--- config.mk ---
export PLATFORM = sky130hd
export DESIGN_NAME = fir_out_serializer
export DESIGN_NICKNAME = d
export VERILOG_FILES = /design/src/rtl/fir_pkg.sv /design/src/rtl/fir_sample_fifo.sv /design/src/rtl/fir_out_serializer.sv
export SDC_FILE = /design/constraint.sdc
export NUM_CORES = 1
export LEC_CHECK = 0
export ABC_AREA = 1
export BUFFER_PORTS_ARGS = -buffer_cell sky130_fd_sc_hd__buf_4
export CAP_MARGIN = 20
export CORE_MARGIN = 8
export CORE_UTILIZATION = 58
export DETAILED_ROUTE_END_ITERATION = 12
export PLACE_DENSITY = 0.77
export SYNTH_ARGS = -nofsm -noshare
export SYNTH_HDL_FRONTEND = slang
export SYNTH_SLANG_ARGS = --single-unit
export TNS_END_PERCENT = 30
--- constraint.sdc ---
create_clock -name clk -period 7.4 [get_ports clk]
set_clock_uncertainty 0.2 [all_clocks]
set_input_delay 0.37 -clock clk [delete_from_list [all_inputs] [get_ports clk]]
set_output_delay 0.37 -clock clk [all_outputs]
set_load 0.02 [all_outputs]
--- src/rtl/fir_pkg.sv ---
// Types and constants shared between the FIR filter and its output serializer.
package fir_pkg;

  localparam int unsigned SAMPLE_W = 16;

  typedef enum logic [1:0] {
    IDLE,
    LOAD,
    SHIFT,
    GAP
  } ser_state_t;

endpackage

--- src/rtl/fir_sample_fifo.sv ---
// Synchronous word FIFO with a registered head word and an occupancy count.
module fir_sample_fifo #(
  parameter int unsigned N     = 16,
  parameter int unsigned DEPTH = 8
) (
  input  logic                     clk,
  input  logic                     reset,
  input  logic                     push,
  input  logic                     pop,
  input  logic [N-1:0]             din,
  output logic [N-1:0]             dout,
  output logic [$clog2(DEPTH):0]   level,
  output logic                     full,
  output logic                     empty
);

  localparam int unsigned AW = $clog2(DEPTH);
  localparam int unsigned LW = AW + 1;

  logic [N-1:0]  mem [DEPTH];
  logic [AW-1:0] wr_ptr;
  logic [AW-1:0] rd_ptr;
  logic [AW-1:0] rd_next;
  logic          push_ok;
  logic          pop_ok;

  assign full    = (level == LW'(DEPTH));
  assign empty   = (level == '0);
  assign pop_ok  = pop && !empty;
  // A full FIFO still takes a push when the head leaves in the same cycle.
  assign push_ok = push && (!full || pop_ok);
  assign rd_next = AW'(rd_ptr + 1'b1);

  always_ff @(posedge clk) begin
    if (push_ok) begin
      mem[wr_ptr] <= din;
    end
  end

  always_ff @(posedge clk or posedge reset) begin
    if (reset) begin
      wr_ptr <= '0;
      rd_ptr <= '0;
      level  <= '0;
      dout   <= '0;
    end else begin
      if (push_ok) begin
        wr_ptr <= AW'(wr_ptr + 1'b1);
      end
      if (pop_ok) begin
        rd_ptr <= rd_next;
      end
      // Head register tracks whichever word will sit at rd_ptr next cycle.
      if (push_ok && (empty || (pop_ok && level == LW'(1)))) begin
        dout <= din;
      end else if (pop_ok) begin
        dout <= mem[rd_next];
      end
      unique case ({push_ok, pop_ok})
        2'b10:   level <= LW'(level + 1'b1);
        2'b01:   level <= LW'(level - 1'b1);
        default: level <= level;
      endcase
    end
  end

endmodule

--- src/rtl/fir_out_serializer.sv ---
// Decimates the FIR output stream, buffers it, and ships each word MSB-first on a framed link.
module fir_out_serializer
  import fir_pkg::*;
#(
  parameter int unsigned N       = SAMPLE_W,
  parameter int unsigned DEPTH   = 8,
  parameter int unsigned DECIM   = 4,
  parameter int unsigned CLK_DIV = 4
) (
  input  logic                   clk,
  input  logic                   reset,
  input  logic [N-1:0]           sample_in,
  input  logic                   sample_valid,
  input  logic                   enable,
  output logic                   ser_clk,
  output logic                   ser_data,
  output logic                   ser_frame,
  output logic                   busy,
  output logic                   overflow,
  output logic [$clog2(DEPTH):0] fifo_level
);

  localparam int unsigned DW   = (DECIM > 1) ? $clog2(DECIM) : 1;
  localparam int unsigned CW   = $clog2(CLK_DIV);
  localparam int unsigned BW   = $clog2(N);
  localparam int unsigned HALF = CLK_DIV / 2;

  ser_state_t    state;
  logic [DW-1:0] dcnt;
  logic [CW-1:0] dv;
  logic [CW-1:0] dv_inc;
  logic [BW-1:0] bcnt;
  logic [N-1:0]  sreg;
  logic [N-1:0]  fifo_dout;
  logic          fifo_full;
  logic          fifo_empty;
  logic          capture;
  logic          pop;

  assign capture = sample_valid && enable && (dcnt == '0);
  assign pop     = (state == LOAD);
  assign dv_inc  = CW'(dv + 1'b1);

  // Decimator: held at zero while disabled so the first sample after enable is taken.
  always_ff @(posedge clk or posedge reset) begin
    if (reset) begin
      dcnt <= '0;
    end else if (!enable) begin
      dcnt <= '0;
    end else if (sample_valid) begin
      dcnt <= (dcnt == DW'(DECIM - 1)) ? '0 : DW'(dcnt + 1'b1);
    end
  end

  always_ff @(posedge clk or posedge reset) begin
    if (reset) begin
      overflow <= 1'b0;
    end else if (capture && fifo_full && !pop) begin
      overflow <= 1'b1;
    end
  end

  fir_sample_fifo #(
    .N     (N),
    .DEPTH (DEPTH)
  ) u_fifo (
    .clk   (clk),
    .reset (reset),
    .push  (capture),
    .pop   (pop),
    .din   (sample_in),
    .dout  (fifo_dout),
    .level (fifo_level),
    .full  (fifo_full),
    .empty (fifo_empty)
  );

  // Outputs are assigned alongside the transition that produces them, so they stay registered.
  always_ff @(posedge clk or posedge reset) begin
    if (reset) begin
      state     <= IDLE;
      dv        <= '0;
      bcnt      <= '0;
      sreg      <= '0;
      ser_clk   <= 1'b0;
      ser_data  <= 1'b0;
      ser_frame <= 1'b0;
      busy      <= 1'b0;
    end else begin
      case (state)
        IDLE: begin
          if (!fifo_empty) begin
            state <= LOAD;
            busy  <= 1'b1;
          end
        end
        LOAD: begin
          sreg      <= fifo_dout;
          dv        <= '0;
          bcnt      <= '0;
          state     <= SHIFT;
          ser_frame <= 1'b1;
          ser_data  <= fifo_dout[N-1];
          ser_clk   <= 1'b0;
        end
        SHIFT: begin
          if (dv == CW'(CLK_DIV - 1)) begin
            dv      <= '0;
            ser_clk <= 1'b0;
            if (bcnt == BW'(N - 1)) begin
              state     <= GAP;
              ser_frame <= 1'b0;
              ser_data  <= 1'b0;
            end else begin
              bcnt     <= BW'(bcnt + 1'b1);
              sreg     <= {sreg[N-2:0], 1'b0};
              ser_data <= sreg[N-2];
            end
          end else begin
            dv      <= dv_inc;
            ser_clk <= (dv_inc >= CW'(HALF));
          end
        end
        GAP: begin
          if (dv == CW'(CLK_DIV - 1)) begin
            dv <= '0;
            if (!fifo_empty) begin
              state <= LOAD;
            end else begin
              state <= IDLE;
              busy  <= 1'b0;
            end
          end else begin
            dv <= dv_inc;
          end
        end
        default: begin
          state <= IDLE;
          busy  <= 1'b0;
        end
      endcase
    end
  end

endmodule

# Yosys cells after proc, flatten, opt, wreduce, memory -nomap -nowiden

Memories as Yosys holds them, arrays and structs flattened.
Index checks and enable logic that the tools add are counted.

RAM bits: 128
Flip-flop bits (word level): 56
Memories: 1
Input bits: 20
Word-level logic and storage cells: 101
Output and inout port bits: 9

Add/subtract/negate cells: 7
Eq/ne operators: 17
Reduce and logical (&&, ||, !) cells: 27
Muxes and demuxes: 34
Order comparisons: 1

Memories:

| memory     | words | bits a word | rd ports | clocked after Yosys merged registers in | write ports | line                  | source |
|---|---|---|---|---|---|---|---|
| u_fifo.mem | 8     | 16          | 1        | 0                                       | 1           | fir_sample_fifo.sv:20 | `logic [N-1:0] mem [DEPTH];` |

Operators by type and width:

| kind                | number |
|---|---|
| $mux 16             | 2 |
| $mux 15             | 2 |
| $pmux 15 s2         | 1 |
| $mux 2              | 8 |
| $pmux 4 s2          | 2 |
| $ne 2x2->1 const B  | 7 |
| $mux 1              | 11 |
| $eq 2x2->1 const B  | 5 |
| $reduce_bool 2->1   | 5 |
| $add 4x1->4 const B | 2 |
| $eq 4x4->1 const B  | 2 |
| $logic_and 1x1->1   | 8 |
| $mux 4              | 2 |
| $pmux 1 s2          | 4 |
| $pmux 2 s4          | 1 |
| $reduce_and 4->1    | 2 |
| $add 3x1->3 const B | 2 |
| $reduce_and 3->1    | 2 |
| $add 2x1->2 const B | 2 |
| $eq 2x1->1 const B  | 2 |
| $eq 4x1->1 const B  | 1 |
| $logic_not 2->1     | 2 |
| $logic_not 4->1     | 1 |
| $pmux 2 s2          | 1 |
| 6 further kinds     | 9 |

# Depth between registers and ports, before layout

Gate-level depths: netlist (run 1).

Word-level depth: 7
Mapped depth: 12
Gate-level depth less buffers: 12

# Cells and area by module

Synthesis (run 1) repeated with hierarchy kept, for this count alone.

Cell total of the unflattened synthesis: 916
Area total of the unflattened synthesis: 8724.6 µm²

By module, submodules not included:

| module             | cells each | instances | area each (µm²) | sequential area each (µm²) |
|---|---|---|---|---|
| fir_sample_fifo    | 719        | 1         | 7019.2          | 4494.3 |
| fir_out_serializer | 197        | 1         | 1705.4          | 750.7 |

# Worst setup path after synthesis (run 1)

No wires, ideal clock.

Path type: register to register
Start: register u_fifo.level[0]
End: memory u_fifo.mem[0][0], enable pin
Data arrival time: 2.172 ns
Setup time: 0.388 ns
Slack: 4.639 ns
Period minus slack after synthesis: 2.761 ns
Buffers on the path: 0
Stages on the path, launching flop included: 9
Data required time: 6.812 ns
Path through: dfrtp_1 -> inv_1 -> ha_1 -> nand2_1 -> inv_1 -> nand2_1 -> nand2_1 -> or2_2 -> nor2_1

Word-level cells in the longest chain between the ends: 7
Elaborated cells on any way between the ends: 9
Those cells by class: 1 x eq/ne; 2 x mux; 6 x reduce/logical

Ends and longest elaborated chain:

| element                          | line                  | source |
|---|---|---|
| start: declaration               | fir_sample_fifo.sv:12 | `output logic [$clog2(DEPTH):0] level,` |
| start signal: assignment         | fir_sample_fifo.sv:60 | `2'b10: level <= LW'(level + 1'b1);` |
| start signal: assignment         | fir_sample_fifo.sv:61 | `2'b01: level <= LW'(level - 1'b1);` |
| start signal: assignment         | fir_sample_fifo.sv:62 | `default: level <= level;` |
| $logic_not 4->1                  | fir_sample_fifo.sv:28 | `assign empty = (level == '0);` |
| $logic_not 1->1                  | fir_sample_fifo.sv:29 | `assign pop_ok = pop && !empty;` |
| $logic_and 1x1->1                | fir_sample_fifo.sv:29 |  |
| $logic_or 1x1->1 (*)             | fir_sample_fifo.sv:31 | `assign push_ok = push && (!full \|\| pop_ok);` |
| $logic_and 1x1->1 (*)            | fir_sample_fifo.sv:31 |  |
| $mux 1 (*)                       | fir_sample_fifo.sv:35 | `if (push_ok) begin` |
| $mux 1 (implied by the code) (*) | fir_sample_fifo.sv:36 | `mem[wr_ptr] <= din;` |
| end: declaration                 | fir_sample_fifo.sv:20 |  |

Mark *: on every way between the ends. The rest lies on a longest branch, timed or not.

# Worst setup path in the final report (run 1)

Start: register u_fifo.level[0]
End: register u_fifo.dout[7]

Word-level cells in the longest chain between the ends: 7
Elaborated cells on any way between the ends: 13
Those cells by class: 2 x eq/ne; 1 x mux; 10 x reduce/logical

Ends and longest elaborated chain:

| element                                               | line                                         | source |
|---|---|---|
| $logic_not 4->1                                       | fir_sample_fifo.sv:28                        |  |
| $logic_not 1->1                                       | fir_sample_fifo.sv:29                        |  |
| $logic_and 1x1->1                                     | fir_sample_fifo.sv:29                        |  |
| $logic_or 1x1->1 or $logic_and 1x1->1 (tied branches) | fir_sample_fifo.sv:31, fir_sample_fifo.sv:54 |  |
| $logic_and 1x1->1 or $logic_or 1x1->1 (tied branches) | fir_sample_fifo.sv:31, fir_sample_fifo.sv:54 |  |
| $logic_and 1x1->1                                     | fir_sample_fifo.sv:54                        | `if (push_ok && (empty \|\| (pop_ok && level == LW'(1)))) begin` |
| $mux 16 or $reduce_bool 2->1 (tied branches)          | -                                            |  |
| end signal: assignment                                | fir_sample_fifo.sv:55                        | `dout <= din;` |
| end signal: assignment                                | fir_sample_fifo.sv:57                        | `dout <= mem[rd_next];` |
| end: declaration                                      | fir_sample_fifo.sv:11                        | `output logic [N-1:0] dout,` |

Parallel ways exist; a longest one is shown, timed or not.
A chain may end at the register's enable or synchronous reset.

==> run metrics, run 1 <==
Total Routing Usage GR 20.7%; first-pass GRT wire length 28,900 um; syn_nets 818; Worst EP required 7.56 ns; Post-Route WL 17,700 um; Chip Height 133 um; Seq/Total Area, Yosys between 60% and 70%; ant diodes 0; Pwr Density 428 mW/mm^2; worst rel slew slack 30.5%; IO Pins 29; WS Path Type flip-flop to flip-flop; Placed Area 0.00839 sq mm; Overflow after GRT 0; sequential power share 36.0%; HP Class input pin to flip-flop; R2R Path Start u_fifo.level[0]$_DFFE_PP0P_; DIE WIDTH between 100 and 150 um; Site Rows 43; critical hold path startpoint enable; data arrival time of the critical path approximately 3.1 ns; Post-Synthesis Cells 783; Main synth FF type edfxtp_1; Final Setup Violations 0; top cells by count, synth 174 x nand2_1, 128 x edfxtp_1, 118 x nor2_1, 86 x nand3_1, 67 x inv_1; critical path fanouts, max 24; Area contributors post-synth edfxtp_1 48%, dfrtp_1 18%, nand2_1 8.2%; TritonCTS sink count 184; switching power 1.56 mW; DP HPWL 10,300 um; Fmax roughly 0.34 GHz; post-synth top area cell edfxtp_1; Period minus WS final 2.93 ns; Hold Path Stages 3; Max rail drop VDD ~0.19 mV; Crit. End Element flip-flop; share of flip-flops with an asynchronous set or reset just over 30%; Net Sw Frac approximately two fifths; endpoints failing hold 0; Worst-Margin Slew 1.04 ns; internal power 2.37 mW; cell with the most instances after synthesis nand2_1; CTS tree built; mapped cell area 0.00800 sq mm; Max-Cap Viols 0; Final period util 39.6%; Combinational Power Share 40.7%; TritonRoute pass-1 iters 7; Final nets 862; clock edge transition at the registers on the reported setup and hold paths 0.07 ns; largest net degree at the start of global routing 66; setup TNS 0 ns; final worst slack approximately 4.5 ns; R2R cell count 7; # port buffers 28; outcome finished, final reports clean; Critical Path Source Type flip-flop; Yosys warning count 0; DR vias/cell 5.58; Iteration-0 DRC Markers around 500; share of layout cells above drive strength 1 around a tenth; Initial Util 58.5%; Clock Power Share 23.3%; unrepaired setup endpoints after global routing false; FILL cells 1,041; worst-skew pair later-pin latency 0.43 ns; vias in the first global route 5,739; reg2reg end u_fifo.dout[7]$_DFFE_PP0P_; clk buf depth 2; reg2reg setup slack roughly 4.5 ns; Area Growth Syn to Fin 14.6%; WHS Endpoint dcnt[0]$_DFFE_PP0P_; TritonCTS Buffers 17; synthesized area per cell between 10 and 15 sq um; Post-synth EDFFs around 130; max-slew violations 0; H-tree levels 4; fin area slightly above 0.009 sq mm; initial antenna violation count 0; total leakage power between 3 and 4 nW; post-synth top area share 48.0%; Residual DRC 0; wire length per cell 17.4 um; antenna-violating nets left 0; Place WS 4.52 ns; core area 0.0137 sq mm; Synth cell types 33; CTS root buf clkbuf_16; Yosys reg bits roughly 180; routability cong. 0.808; die area 0.0178 sq mm; via count roughly 5.7k
flip-flops by register name, indices dropped and copies added (netlist names), 3 cells and up:
name	flops
sreg	15
u_fifo.dout	16
u_fifo.rd_ptr	3
u_fifo.mem	128
bcnt	4
u_fifo.wr_ptr	3
u_fifo.level	4
critical path, cell delays in order (launching register included):
cell and delay, ns:
dfrtp_1 0.47, inv_1 0.13, ha_1 0.25, nand3_1 0.18, nand2_1 0.54, a21oi_2 0.81, nand3_1 0.16, nand2_1 0.13
layout make-up:
cell class / instances / area, sq um / share of cell area [%]
timing repair buffer: 59 / 508 / 5.54
multi-input combinational: 494 / 2330 / 25.4
inverter: 71 / 267 / 2.91
sequential: 184 / 5250 / 57.2
clock buffer: 17 / 425 / 4.64
clock inverter: 15 / 171 / 1.87
tap: 180 / 225 / 2.46
worst max path at each step:
stage | startpoint | to
after floorplan | u_fifo.level[0]$_DFFE_PP0P_ | u_fifo.mem[0][0]$_DFFE_PP_
after global placement | u_fifo.level[0]$_DFFE_PP0P_ | u_fifo.level[2]$_DFFE_PP0P_
after detailed placement | u_fifo.level[0]$_DFFE_PP0P_ | u_fifo.dout[7]$_DFFE_PP0P_
after CTS | u_fifo.level[0]$_DFFE_PP0P_ | u_fifo.level[2]$_DFFE_PP0P_
after global routing | u_fifo.level[0]$_DFFE_PP0P_ | u_fifo.dout[0]$_DFFE_PP0P_
final | u_fifo.level[0]$_DFFE_PP0P_ | u_fifo.dout[7]$_DFFE_PP0P_
cells in the final DEF, fill, tap and decap left out, types with 15 or more instances in the layout:
master and instances:
buf_4 40, inv_1 66, edfxtp_1 128, nand2_1 174, ha_1 15, clkbuf_16 17, nor2_1 118, nand3_1 86
a31oi_1 15, dfrtp_1 55, dlygate4sd3_1 18, o21ai_0 59
cells by family (layout without fill, tap and decap cells):
| kind of cell | count (synthesis) | count (layout) | synth area share (%) |
|---|---|---|---|
| fa+ha+maj | 15 | 15 | 2.35 |
| xor+xnor | 7 | 7 | 0.860 |
| flops | 184 | 184 | 65.6 |
| buf+inv | 105 | 162 | 5.36 |
| compound gates | 88 | 88 | 6.22 |
| simple gates | 384 | 384 | 19.6 |
stage by stage:
step | cells | utilization (%) | hold WS, ns | power (mW)
after floorplan | 783 | - | 0.233 | 2.57
after global placement | 969 | 61.2 | 0.248 | 2.88
after detailed placement | 970 | 61.4 | 0.272 | 2.99
after CTS | 1020 | 67.1 | 0.0137 | 3.93
after global routing | 1020 | 67.1 | 0.0529 | 4.20
final | 1020 | 67.1 | 0.0229 | 3.93
routing by layer:
| layer | track usage, % | up-vias | wire length, um |
|---|---|---|---|
| met5 | 0 | - | 0 |
| met3 | 4.07 | 40 | 1170 |
| li1 | - | 2697 | - |
| met2 | 34.0 | 224 | 8870 |
| met4 | 10.1 | 0 | 518 |
| met1 | 25.8 | 2732 | 7190 |
power by group through the flow:
stage / Clock, mW / Combinational, mW / Sequential (mW)
after floorplan: 0 / 1.15 / 1.42
after global placement: 0 / 1.46 / 1.42
after detailed placement: 0 / 1.56 / 1.43
after CTS: 0.921 / 1.59 / 1.41
after global routing: 0.962 / 1.80 / 1.43
final: 0.915 / 1.60 / 1.42
timing repair:
action                                  CTS  global route
buffers inserted                          0             0
hold endpoints to repair                179             0
endpoints found under the setup margin    0             0
gates resized for setup                   0             0
hold buffers                             18             0
(Power assumes the default switching activity.)
==> inputs of run 2 (changes only) <==
clock period = 3.1 ns   (was 7.4 ns; I/O delays follow)
==> run metrics, run 2 (same netlist as run 1, synthesis figures left out) <==
outcome finished, final reports clean; most frequent cells in the layout 174 x nand2_1, 128 x edfxtp_1, 118 x nor2_1, 86 x nand3_1, 66 x inv_1; delay of the slowest critical-path stage 0.47 ns (-0.34 ns); critical path fanouts, max 11 (-54%); R2R cell count 9 (+2); DR vias/cell 5.53 (-0.99%); first-pass GRT wire length 28,400 um (-1.5%); Final period util 87.7% (+48 points); TritonRoute pass-1 iters 7 (unchanged); Largest regs u_fifo.mem x128, u_fifo.dout x16, sreg x15; CP most frequent cell nand2_1; vias in the first global route 5,687 (-0.91%); crit-path cells inv_1, ha_1, nand2_1, inv_1, nand2_1, nand2_1, or2_2, nor2_1, buf_4; initial antenna violation count 0 (unchanged); largest net degree at the start of global routing 41 (-38%); sequential power share 37.1% (+1.1 points); core area 0.0137 sq mm (unchanged); worst rel slew slack 54.2% (+24 points); Iteration-0 DRC Markers 625 (+25%); routability cong. 0.948 (+17%); top layer in use met4; Post-Layout Cell Count 1,028 (+0.78%); IO Pins 29 (unchanged); die area 0.0178 sq mm (unchanged); reg2reg setup slack 0.38 ns (-4.09 ns); data arrival time of the critical path 2.66 ns (-0.43 ns); share of layout cells above drive strength 1 10.4% (+0.50 points); Fmax 0.368 GHz (+7.6%); FILL cells 1,022 (-1.8%); clk buf depth 2 (unchanged); max-slew violations 0 (unchanged); Chip Height 133 um (unchanged); Residual DRC 0 (unchanged); Max-Cap Viols 0 (unchanged); CTS tree built; R2R Path Start u_fifo.level[0]$_DFFE_PP0P_; DP HPWL 11,100 um (+7.8%); DIE WIDTH 133 um (unchanged); Post-Route WL 17,100 um (-3.7%); CP max-delay cell dfrtp_1; Max rail drop VDD 0.561 mV (+190%); worst-skew pair later-pin latency 0.44 ns (about the same); most common cell after layout, fill and taps aside nand2_1; Overflow after GRT 0 (unchanged); Met1 Wirelength 7400 um (+2.9%); Final Setup Violations 0 (unchanged); Pwr Density 1000 mW/mm^2 (+130%); Final nets 871 (+1.0%); Worst-Margin Slew 0.687 ns (-0.354 ns); clock edge transition at the registers on the reported setup and hold paths 0.07 ns (about the same); via count 5,681 (-0.21%); Area Growth Syn to Fin 14.9%; H-tree levels 4 (unchanged); Initial Util 58.5% (unchanged); cell count after placement 976 (+0.62%); Clock Power Share 22.1% (-1.2 points); Place WS 0.425 ns (-4.10 ns); max reg flops 128 (unchanged); setup TNS 0 ns (unchanged); TritonCTS Buffers 17 (unchanged); Worst EP required 3.04 ns (-4.52 ns); Net Sw Frac 40.3% (+0.65 points); Period minus WS final 2.72 ns (-0.207 ns); TritonCTS sink count 184 (unchanged); internal power 5.50 mW (+130%); WS Path Type flip-flop to flip-flop; endpoints failing hold 0 (unchanged); met2 WL 8380 um (-5.4%); Combinational Power Share 40.7% (about the same); # port buffers 28 (unchanged); antenna-violating nets left 0 (unchanged); final worst slack 0.380 ns (-4.09 ns); Total Routing Usage GR 20.2% (-0.55 points); Critical Path Source Type flip-flop; metal3 WL 1090 um (-7.5%); ant diodes 0 (unchanged); origin of the worst setup path u_fifo.level[0]$_DFFE_PP0P_; Largest Register u_fifo.mem; total leakage power 3.85 nW (+0.31%); end point of the critical path u_fifo.mem[6][7]$_DFFE_PP_; reg2reg end u_fifo.mem[6][7]$_DFFE_PP_; Site Rows 43 (unchanged); HP Class input pin to async pin; unrepaired setup endpoints after global routing false; Crit. End Element flip-flop; wire length per cell 16.6 um (-4.5%); CTS root buf clkbuf_16; switching power 3.72 mW (+140%)
## run 2: through the flow
step	hold slack [ns]	power (mW)	util, %	cell area (sq um)
floorplan	0.0539	6.13	-	8000
global placement	0.0470	6.95	61.7	8430
detailed placement	0.0649	7.14	61.7	8430
CTS	0.165	9.21	67.3	9190
global route	0.196	9.86	67.3	9190
finish	0.154	9.21	67.3	9190
## run 2: area by class of cell
class | count | area, sq um | share of cell area [%]
sequential | 184 | 5250 | 57.1
timing repair buffer | 68 | 576 | 6.26
multi-input combinational | 494 | 2330 | 25.3
inverter | 71 | 267 | 2.90
tap | 180 | 225 | 2.45
clock buffer | 18 | 429 | 4.67
clock inverter | 13 | 124 | 1.35
## run 2: power by group through the flow
stage	combinational (mW)	sequential, mW	clock [mW]
after floorplan	2.74	3.39	0
after global placement	3.52	3.43	0
after detailed placement	3.67	3.46	0
after CTS	3.73	3.42	2.06
after global routing	4.22	3.48	2.15
final	3.75	3.42	2.04
## run 2: how the worst min path moves through the flow
| stage | startpoint | end | slack, ns | cells after the start |
|---|---|---|---|---|
| floorplan | sample_in[0] | u_fifo.mem[0][0]$_DFFE_PP_ | 0.05 | 0 |
| finish | reset | u_fifo.level[3]$_DFFE_PP0P_ | 0.15 | 3 |
| CTS | reset | u_fifo.level[3]$_DFFE_PP0P_ | 0.16 | 3 |
| global route | reset | u_fifo.level[0]$_DFFE_PP0P_ | 0.20 | 3 |
| global placement | reset | u_fifo.level[3]$_DFFE_PP0P_ | 0.05 | 2 |
| detailed placement | reset | u_fifo.level[3]$_DFFE_PP0P_ | 0.06 | 2 |
## run 2: what timing repair did
action                                 4_1_cts  5_1_grt
endpoints found under the hold margin      174        0
hold buffers                                21        0
gates resized for setup                      0        0
buffers inserted                             0        0
## run 2: per-layer routing
metal  track usage, %  up-vias
met4             6.36        0
met2             32.3      173
met3             5.69       21
met5                0        -
met1             26.1     2771
li1                 -     2716
## run 2: critical path, delay by kind of cell, from the launching register on
family | cells | cell delay [ns]
AND/OR/NAND/NOR | 5 | 1.04
buffers and inverters | 3 | 0.46
flip-flops | 1 | 0.47
adder cells (fa/ha/maj) | 1 | 0.25
